[config.mk]
export PLATFORM = sky130hd
export DESIGN_NAME = wb_stage
export DESIGN_NICKNAME = d
export VERILOG_FILES = /design/src/rtl/wb_stage.sv
export SDC_FILE = /design/constraint.sdc
export NUM_CORES = 1
export LEC_CHECK = 0
export ABC_CLOCK_PERIOD_IN_PS = 2200
export CORE_MARGIN = 4
export CORE_UTILIZATION = 45
export DETAILED_ROUTE_END_ITERATION = 6
export GPL_TIMING_DRIVEN = 1
export PLACE_DENSITY = 0.82
export SYNTH_ARGS = -nofsm -noshare
export SYNTH_HDL_FRONTEND = slang
export SYNTH_SLANG_ARGS = --single-unit
[constraint.sdc]
create_clock -name clk_i -period 2.2 [get_ports clk_i]
set_input_delay 0.22 -clock clk_i [delete_from_list [all_inputs] [get_ports clk_i]]
set_output_delay 0.22 -clock clk_i [all_outputs]
set_load 0.02 [all_outputs]
[src/rtl/wb_stage.sv]
// rtl/wb_stage.sv - RV32I writeback stage: load extraction, x0 filtering, retire count
module wb_stage #(
    parameter int DATA_WIDTH   = 32,
    parameter int NUM_REGISTER = 32,
    localparam int AW          = $clog2(NUM_REGISTER)
) (
    input  logic                  clk_i,
    input  logic                  rst_i,
    input  logic                  valid_i,
    output logic                  ready_o,
    input  logic                  reg_write_i,
    input  logic                  is_load_i,
    input  logic [2:0]            funct3_i,
    input  logic [1:0]            addr_lo_i,
    input  logic [DATA_WIDTH-1:0] result_i,
    input  logic [AW-1:0]         rd_addr_i,
    input  logic                  mem_rvalid_i,
    input  logic [DATA_WIDTH-1:0] mem_rdata_i,
    output logic                  we_o,
    output logic [AW-1:0]         rd_addr_o,
    output logic [DATA_WIDTH-1:0] rd_o,
    output logic                  err_o,
    output logic [31:0]           retired_o
);

    typedef enum logic [1:0] {IDLE, WAIT_MEM, WRITE} state_e;

    state_e                state_q, state_d;
    logic                  reg_write_q, reg_write_d;
    logic [2:0]            funct3_q, funct3_d;
    logic [1:0]            addr_lo_q, addr_lo_d;
    logic [AW-1:0]         rd_addr_q, rd_addr_d;
    logic                  we_q, we_d;
    logic                  err_q, err_d;
    logic [AW-1:0]         rd_addr_o_q, rd_addr_o_d;
    logic [DATA_WIDTH-1:0] rd_q, rd_d;
    logic [31:0]           retired_q, retired_d;

    logic                  accept;
    logic                  load_bad;
    logic [7:0]            ld_byte;
    logic [15:0]           ld_half;
    logic [DATA_WIDTH-1:0] ld_data;

    assign ready_o = !rst_i && (state_q != WAIT_MEM);
    assign accept  = valid_i && ready_o;

    // Misaligned loads never reach memory, so they must bypass WAIT_MEM.
    always_comb begin
        load_bad = 1'b0;
        case (funct3_i)
            3'b000, 3'b100: load_bad = 1'b0;
            3'b001, 3'b101: load_bad = addr_lo_i[0];
            3'b010:         load_bad = (addr_lo_i != 2'b00);
            default:        load_bad = 1'b1;
        endcase
    end

    always_comb begin
        ld_byte = 8'h00;
        case (addr_lo_q)
            2'd0: ld_byte = mem_rdata_i[7:0];
            2'd1: ld_byte = mem_rdata_i[15:8];
            2'd2: ld_byte = mem_rdata_i[23:16];
            2'd3: ld_byte = mem_rdata_i[31:24];
            default: ld_byte = 8'h00;
        endcase
        ld_half = addr_lo_q[1] ? mem_rdata_i[31:16] : mem_rdata_i[15:0];
        ld_data = mem_rdata_i;
        case (funct3_q)
            3'b000:  ld_data = {{(DATA_WIDTH-8){ld_byte[7]}}, ld_byte};
            3'b001:  ld_data = {{(DATA_WIDTH-16){ld_half[15]}}, ld_half};
            3'b100:  ld_data = {{(DATA_WIDTH-8){1'b0}}, ld_byte};
            3'b101:  ld_data = {{(DATA_WIDTH-16){1'b0}}, ld_half};
            default: ld_data = mem_rdata_i;
        endcase
    end

    always_comb begin
        state_d     = state_q;
        reg_write_d = reg_write_q;
        funct3_d    = funct3_q;
        addr_lo_d   = addr_lo_q;
        rd_addr_d   = rd_addr_q;
        we_d        = 1'b0;
        err_d       = 1'b0;
        rd_addr_o_d = rd_addr_o_q;
        rd_d        = rd_q;
        retired_d   = retired_q;
        case (state_q)
            IDLE, WRITE: begin
                if (accept) begin
                    reg_write_d = reg_write_i;
                    funct3_d    = funct3_i;
                    addr_lo_d   = addr_lo_i;
                    rd_addr_d   = rd_addr_i;
                    if (!is_load_i) begin
                        state_d   = WRITE;
                        we_d      = reg_write_i && (rd_addr_i != '0);
                        retired_d = retired_q + 32'd1;
                        if (we_d) begin
                            rd_addr_o_d = rd_addr_i;
                            rd_d        = result_i;
                        end
                    end else if (load_bad) begin
                        state_d = WRITE;
                        err_d   = 1'b1;
                    end else begin
                        state_d = WAIT_MEM;
                    end
                end else begin
                    state_d = IDLE;
                end
            end
            WAIT_MEM: begin
                if (mem_rvalid_i) begin
                    state_d   = WRITE;
                    we_d      = reg_write_q && (rd_addr_q != '0);
                    retired_d = retired_q + 32'd1;
                    if (we_d) begin
                        rd_addr_o_d = rd_addr_q;
                        rd_d        = ld_data;
                    end
                end
            end
            default: state_d = IDLE;
        endcase
    end

    always_ff @(posedge clk_i) begin
        if (rst_i) begin
            state_q     <= IDLE;
            reg_write_q <= 1'b0;
            funct3_q    <= 3'b000;
            addr_lo_q   <= 2'b00;
            rd_addr_q   <= '0;
            we_q        <= 1'b0;
            err_q       <= 1'b0;
            rd_addr_o_q <= '0;
            rd_q        <= '0;
            retired_q   <= 32'd0;
        end else begin
            state_q     <= state_d;
            reg_write_q <= reg_write_d;
            funct3_q    <= funct3_d;
            addr_lo_q   <= addr_lo_d;
            rd_addr_q   <= rd_addr_d;
            we_q        <= we_d;
            err_q       <= err_d;
            rd_addr_o_q <= rd_addr_o_d;
            rd_q        <= rd_d;
            retired_q   <= retired_d;
        end
    end

    assign we_o      = we_q;
    assign err_o     = err_q;
    assign rd_addr_o = rd_addr_o_q;
    assign rd_o      = rd_q;
    assign retired_o = retired_q;

endmodule
; Word-level counts from Yosys, hierarchy flattened
; Cells that the tools add are included.
[totals]
reg_bits = 84
in_bits = 80
output_inout_bits = 72
elab_cells = 82
[op_classes]
n_addsub = 1
n_eq_ne = 18
mux = 30
bitwise = 3
n_reduce_logical = 20
[ops]
columns = op, n
row1 = 32-bit 2-to-1 mux, 8
row2 = 32-bit case mux with 2 select lines, 2
row3 = 32-bit case mux with 4 select lines, 1
row4 = "32-bit by 1-bit adder with 32-bit output, second input constant", 1
row5 = 8-bit case mux with 4 select lines, 1
row6 = 5-bit 2-to-1 mux, 5
row7 = 16-bit 2-to-1 mux, 1
row8 = "3-bit == test, second input constant", 4
row9 = "2-bit inequality test, second input constant", 5
row10 = 5-bit case mux with 2 select lines, 1
row11 = 5-bit nonzero test, 2
row12 = 2-bit 2-to-1 mux, 4
row13 = "2-bit == test, second input constant", 3
row14 = "3-bit by 1-bit == test with 1-bit output, second input constant", 2
row15 = 3-bit logical NOT, 2
row16 = 6-bit AND reduction, 1
row17 = 2-bit OR reduction, 3
row18 = "2-bit by 1-bit == test with 1-bit output, second input constant", 2
row19 = 1-bit logical AND, 4
row20 = 2-bit logical NOT, 2
row21 = 1-bit 2-to-1 mux, 4
row22 = 2-bit case mux with 2 select lines, 1
row23 = 4-bit AND reduction, 1
row24 = 2-bit nonzero test, 2
row25 = 8 further kinds, 10

; Longest topological paths before layout
[depth]
ltp_word = 7
ltp_mapped = 8
depth_no_buf = 6

; Least setup slack after synthesis
; No wires, ideal clock.
[synth_timing]
path_type = register -> register
startpoint = register addr_lo_q[0]
endpoint = register rd_q[22] (netlist: rd_o[22])
setup_time_ns = 0.117
arrival_time_ns = 1.797
required_time_ns = 2.083
slack_ns = 0.285
stages_incl_launch_ff = 7
path_buffers = 1
synth_period_minus_slack_ns = 1.915
path_cell_list = dfxtp_1 -> mux2_2 -> a32o_1 -> o21bai_2 -> clkbuf_1 -> nand2_1 -> a32o_1
[synth_between]
elab_chain_cells = 6
word_cells_on_any_way = 9
classes_between = eq/ne: 3 / mux: 5 / reduce/logical: 1
[synth_rtl]
columns = element, line
row1 = start: declaration, 31  ; logic [1:0] addr_lo_q, addr_lo_d;
row2 = start signal: assignment, 146  ; addr_lo_q <= addr_lo_d;
row3 = 2-bit == test (tied with other cells), 61  ; case (addr_lo_q)
row4 = 8-bit case mux with 4 select lines *, 61
row5 = 32-bit case mux with 4 select lines *, 70  ; case (funct3_q)
row6 = 32-bit 2-to-1 mux *, 120  ; if (we_d) begin
row7 = 32-bit 2-to-1 mux *, 116  ; if (mem_rvalid_i) begin
row8 = 32-bit case mux with 2 select lines *, 90  ; case (state_q)
row9 = end signal: assignment, 151  ; rd_q <= rd_d;
row10 = end: declaration, 36  ; logic [DATA_WIDTH-1:0] rd_q, rd_d;
; Every way passes the cells marked *; elsewhere a longest branch is shown, timed or not. The select of a mux whose other input is x is not followed.
; A chain may end at the register's enable or synchronous reset.

; Worst setup path after layout
[layout_timing]
startpoint = register state_q[0]
endpoint = output port ready_o
[layout_between]
elab_chain_cells = 2
[layout_rtl]
columns = element, line
row1 = start: declaration, 28  ; state_e state_q, state_d;
row2 = start signal: assignment, 143  ; state_q <= state_d;
row3 = 2-bit by 1-bit inequality test with 1-bit output, 45  ; assign ready_o = !rst_i && (state_q != WAIT_MEM);
row4 = 1-bit logical AND, 45
row5 = end: declaration, 10  ; output logic ready_o,
; Every way passes these cells.

==> metrics.md <==
| Metric | Value |
|---|---|
| Outcome | `finished clean` |
| Vias in the first global route | `4218` |
| RSZ-0062 raised after global routing | `no` |
| Area Overhead vs Synth | `46.0%` |
| Post-layout min period | `2.08 ns` |
| Core area | `0.00920 mm^2` |
| Via count | `4409` |
| CP Data Required Time | `1.98 ns` |
| CTS root buffer | `clkbuf_8` |
| Die Wd | `105 um` |
| Drt first-iter violations | `328` |
| Setup tns final | `0 ns` |
| Syn_area_per_cell | `8.24 um^2` |
| Fraction of registers with async set/reset | `0` |
| Crit path kind | `register to output port` |
| EDFF count, synth | `0` |
| Final hold vios | `0` |
| Worst vdd ir | `351 uV` |
| Internal power | `2.40 mW` |
| DR pass1 iterations | `5` |
| Design area | `0.00618 mm^2` |
| Combinational fraction of design power | `0.172` |
| Slew @ Worst Pin | `0.450 ns` |
| Rel. slew slack | `0.699` |
| Post-Syn Instances | `514` |
| YS warnings | `0` |
| Finish-stage setup viols | `0` |
| DPL Wire Length | `9700 um` |
| Sw frac | `0.257` |
| Top FF cell, synth | `dfxtp_1` |
| DRC viols | `0` |
| Initial antenna violation count | `0` |
| Arr. time, crit path | `1.86 ns` |
| Die area | `0.0110 mm^2` |
| Worst Skew | `0.0111 ns` |
| Gr ovfl total | `0` |
| Syn nets | `595` |
| Crit path max fanout | `9` |
| Die height | `105 um` |
| GRT Util Overall | `0.229` |
| FF-to-FF setup slack | `0.15 ns` |
| Largest stage delay, worst path | `0.54 ns` |
| CP Cell Sequence | `nor2b_4, buf_4, nor2_1, clkdlybuf4s50_1` |
| Number of synthesized register bits | `84` |
| DR vias/cell | `5.65` |
| Max-slew violation count | `0` |
| Critical path startpoint category | `register` |
| Layout cell share with drive strength beyond 1 | `0.0791` |
| First-pass GRT wire length | `21100 um` |
| Most frequent cell after synthesis | `dfxtp_1` |
| Setup crit end kind | `output port` |
| Yosys top cell area share | `0.397` |
| Yosys cell types | `52` |
| Clk pin slew, worst setup/hold paths | `0.08 ns` |
| CTS tree | `yes` |
| Clock Power Share | `0.337` |
| H-tree levels | `3` |
| Layout Cells excl Fill | `781` |
| Port buffer count | `151` |
| Diodes inserted | `0` |
| Inst Count DP | `766` |
| Seq pwr share | `0.491` |
| Pwr Density | `523 mW/mm^2` |
| Clk sinks | `84` |
| Psw | `0.830 mW` |
| Crit-path slowest cell | `clkdlybuf4s50_1` |
| Antenna Nets Post-Route | `0` |
| Seq/Total Area, Yosys | `0.397` |
| Final WL | `12700 um` |
| Initial core utilization | `0.461` |
| FMAX | `480 MHz` |
| Cell Rows | `35` |
| GPL Wtd Cong | `0.897` |
| Commonest cells in the netlist | `dfxtp_1 (84), nand2_1 (66), nor2_1 (56)` |
| Largest net degree at the start of global routing | `38` |
| Final period util | `0.947` |
| Synthesized cell area | `0.00424 mm^2` |
| Pleak | `2.23 nW` |
| HP Class | `primary input to register` |
| Clk buf depth | `2` |
| WL/cell | `16.3 um` |
| Top cell type by total area after synthesis | `dfxtp_1` |
| Number of max-cap violations | `0` |
| Nets | `747` |
| Worst-Skew Late Latency | `0.34 ns` |
| Placed instance area | `0.00598 mm^2` |
| I/O pin count | `152` |
| Top area cells in the synthesized netlist | `dfxtp_1 (40%), nand2_1 (5.8%), a21oi_1 (5.8%)` |
| CTS buffer count | `9` |
area by class of cell:
cell class	count	area, um^2
fillers	761	3010
multi-input cells	386	2380
repair buffers	179	1770
flip-flops and latches	84	1680
clock buffers	11	141
well taps	111	139
clock inverters	4	50.0
inverters	6	22.5
kinds of logic after synthesis:
logic type               count (synthesis)  share of synthesized area
buffers and inverters                   44                     0.0431
AND/OR/NAND/NOR                        218                      0.255
flip-flops                              84                      0.397
AO/OA/AOI/OAI                          138                      0.240
XOR/XNOR                                26                     0.0538
multiplexers                             3                    0.00768
adder cells (fa/ha/maj)                  1                    0.00295
power by group through the flow:
| stage | registers (mW) | logic [mW] | clock network, mW |
|---|---|---|---|
| floorplan | 1.64 | 0.237 | 0 |
| detailed placement | 1.62 | 0.555 | 0 |
| global route | 1.59 | 0.605 | 1.17 |
| finish | 1.59 | 0.557 | 1.09 |
| global placement | 1.62 | 0.547 | 0 |
| CTS | 1.59 | 0.558 | 1.10 |
worst paths after layout:
path                       startpoint  cells after the start                    endpoint
min                             rst_i                      3     state_q[0]$_SDFFE_PP0P_
min reg2reg  reg_write_q$_SDFFE_PP0P_                      2    reg_write_q$_SDFFE_PP0P_
max           state_q[0]$_SDFFE_PP0P_                      4                     ready_o
max reg2reg   state_q[0]$_SDFFE_PP0P_                      6  retired_o[30]$_SDFFE_PP0P_
flip-flops by register name (all words and copies together), names as in the netlist, 2 cells and up:
| name | flops |
|---|---|
| rd_addr_q | 5 |
| state_q | 2 |
| funct3_q | 3 |
| rd_addr_o | 5 |
| addr_lo_q | 2 |
| retired_o | 32 |
| rd_o | 32 |
worst max-delay path, delay by kind of cell, from the launching register on:
family | cells | cell delay, ns
DFF | 1 | 0.49
and+or+nand+nor | 2 | 0.32
buffers and inverters | 2 | 0.72
routing by layer:
metal  part of all wire  vias to the layer above  global-route usage
met3              0.053                       26              0.0445
li1                   -                     2180                   -
met4              0.023                        0              0.0647
met1               0.43                     2062               0.302
met5                  0                        -                   0
met2               0.49                      141               0.382
stage by stage:
stage | utilization | worst slack (ns) | power (mW) | hold slack, ns
final | 0.672 | 0.117 | 3.23 | 0.397
after global placement | 0.651 | -0.0650 | 2.17 | 0.447
after detailed placement | 0.651 | -0.0830 | 2.18 | 0.457
after CTS | 0.672 | 0.0337 | 3.25 | 0.388
after global routing | 0.672 | 0.0158 | 3.37 | 0.416
after floorplan | - | 0.285 | 1.88 | 0.320
placed cells by master (no fill, tap or decap), drive strengths merged, types with 2 or more instances in the layout:
| cell type | Yosys | layout |
|---|---|---|
| nor3 | 7 | 7 |
| xnor2 | 9 | 9 |
| nor4 | 4 | 4 |
| nor2b | 11 | 11 |
| dfxtp | 84 | 84 |
| o2111ai | 2 | 2 |
| clkinvlp | 0 | 2 |
| a21oi | 49 | 49 |
| clkdlybuf4s50 | 0 | 150 |
| a32o | 17 | 17 |
| and3b | 2 | 2 |
| mux2 | 2 | 2 |
| nor2 | 57 | 57 |
| nand3 | 10 | 10 |
| buf | 11 | 29 |
| o21a | 2 | 2 |
| xor2 | 17 | 17 |
| a31oi | 3 | 3 |
| nand3b | 2 | 2 |
| and4 | 7 | 7 |
| a221oi | 14 | 14 |
| and2 | 5 | 5 |
| nand4 | 14 | 14 |
| nand2 | 66 | 66 |
| nand2b | 18 | 18 |
| clkbuf | 27 | 11 |
| or3 | 4 | 4 |
| a22o | 7 | 7 |
| inv | 6 | 6 |
| a21o | 7 | 7 |
| and3 | 6 | 6 |
| a311oi | 7 | 7 |
| a211oi | 16 | 16 |
| o21ai | 6 | 6 |
what timing repair did:
item,CTS,global route
pin swaps,0,0
gates resized for setup,1,1
buffers inserted,0,0
hold buffers,0,0
hold endpoints to repair,0,0
endpoints found under the setup margin,1,1
Note: power is estimated with default switching activity, not from simulation.
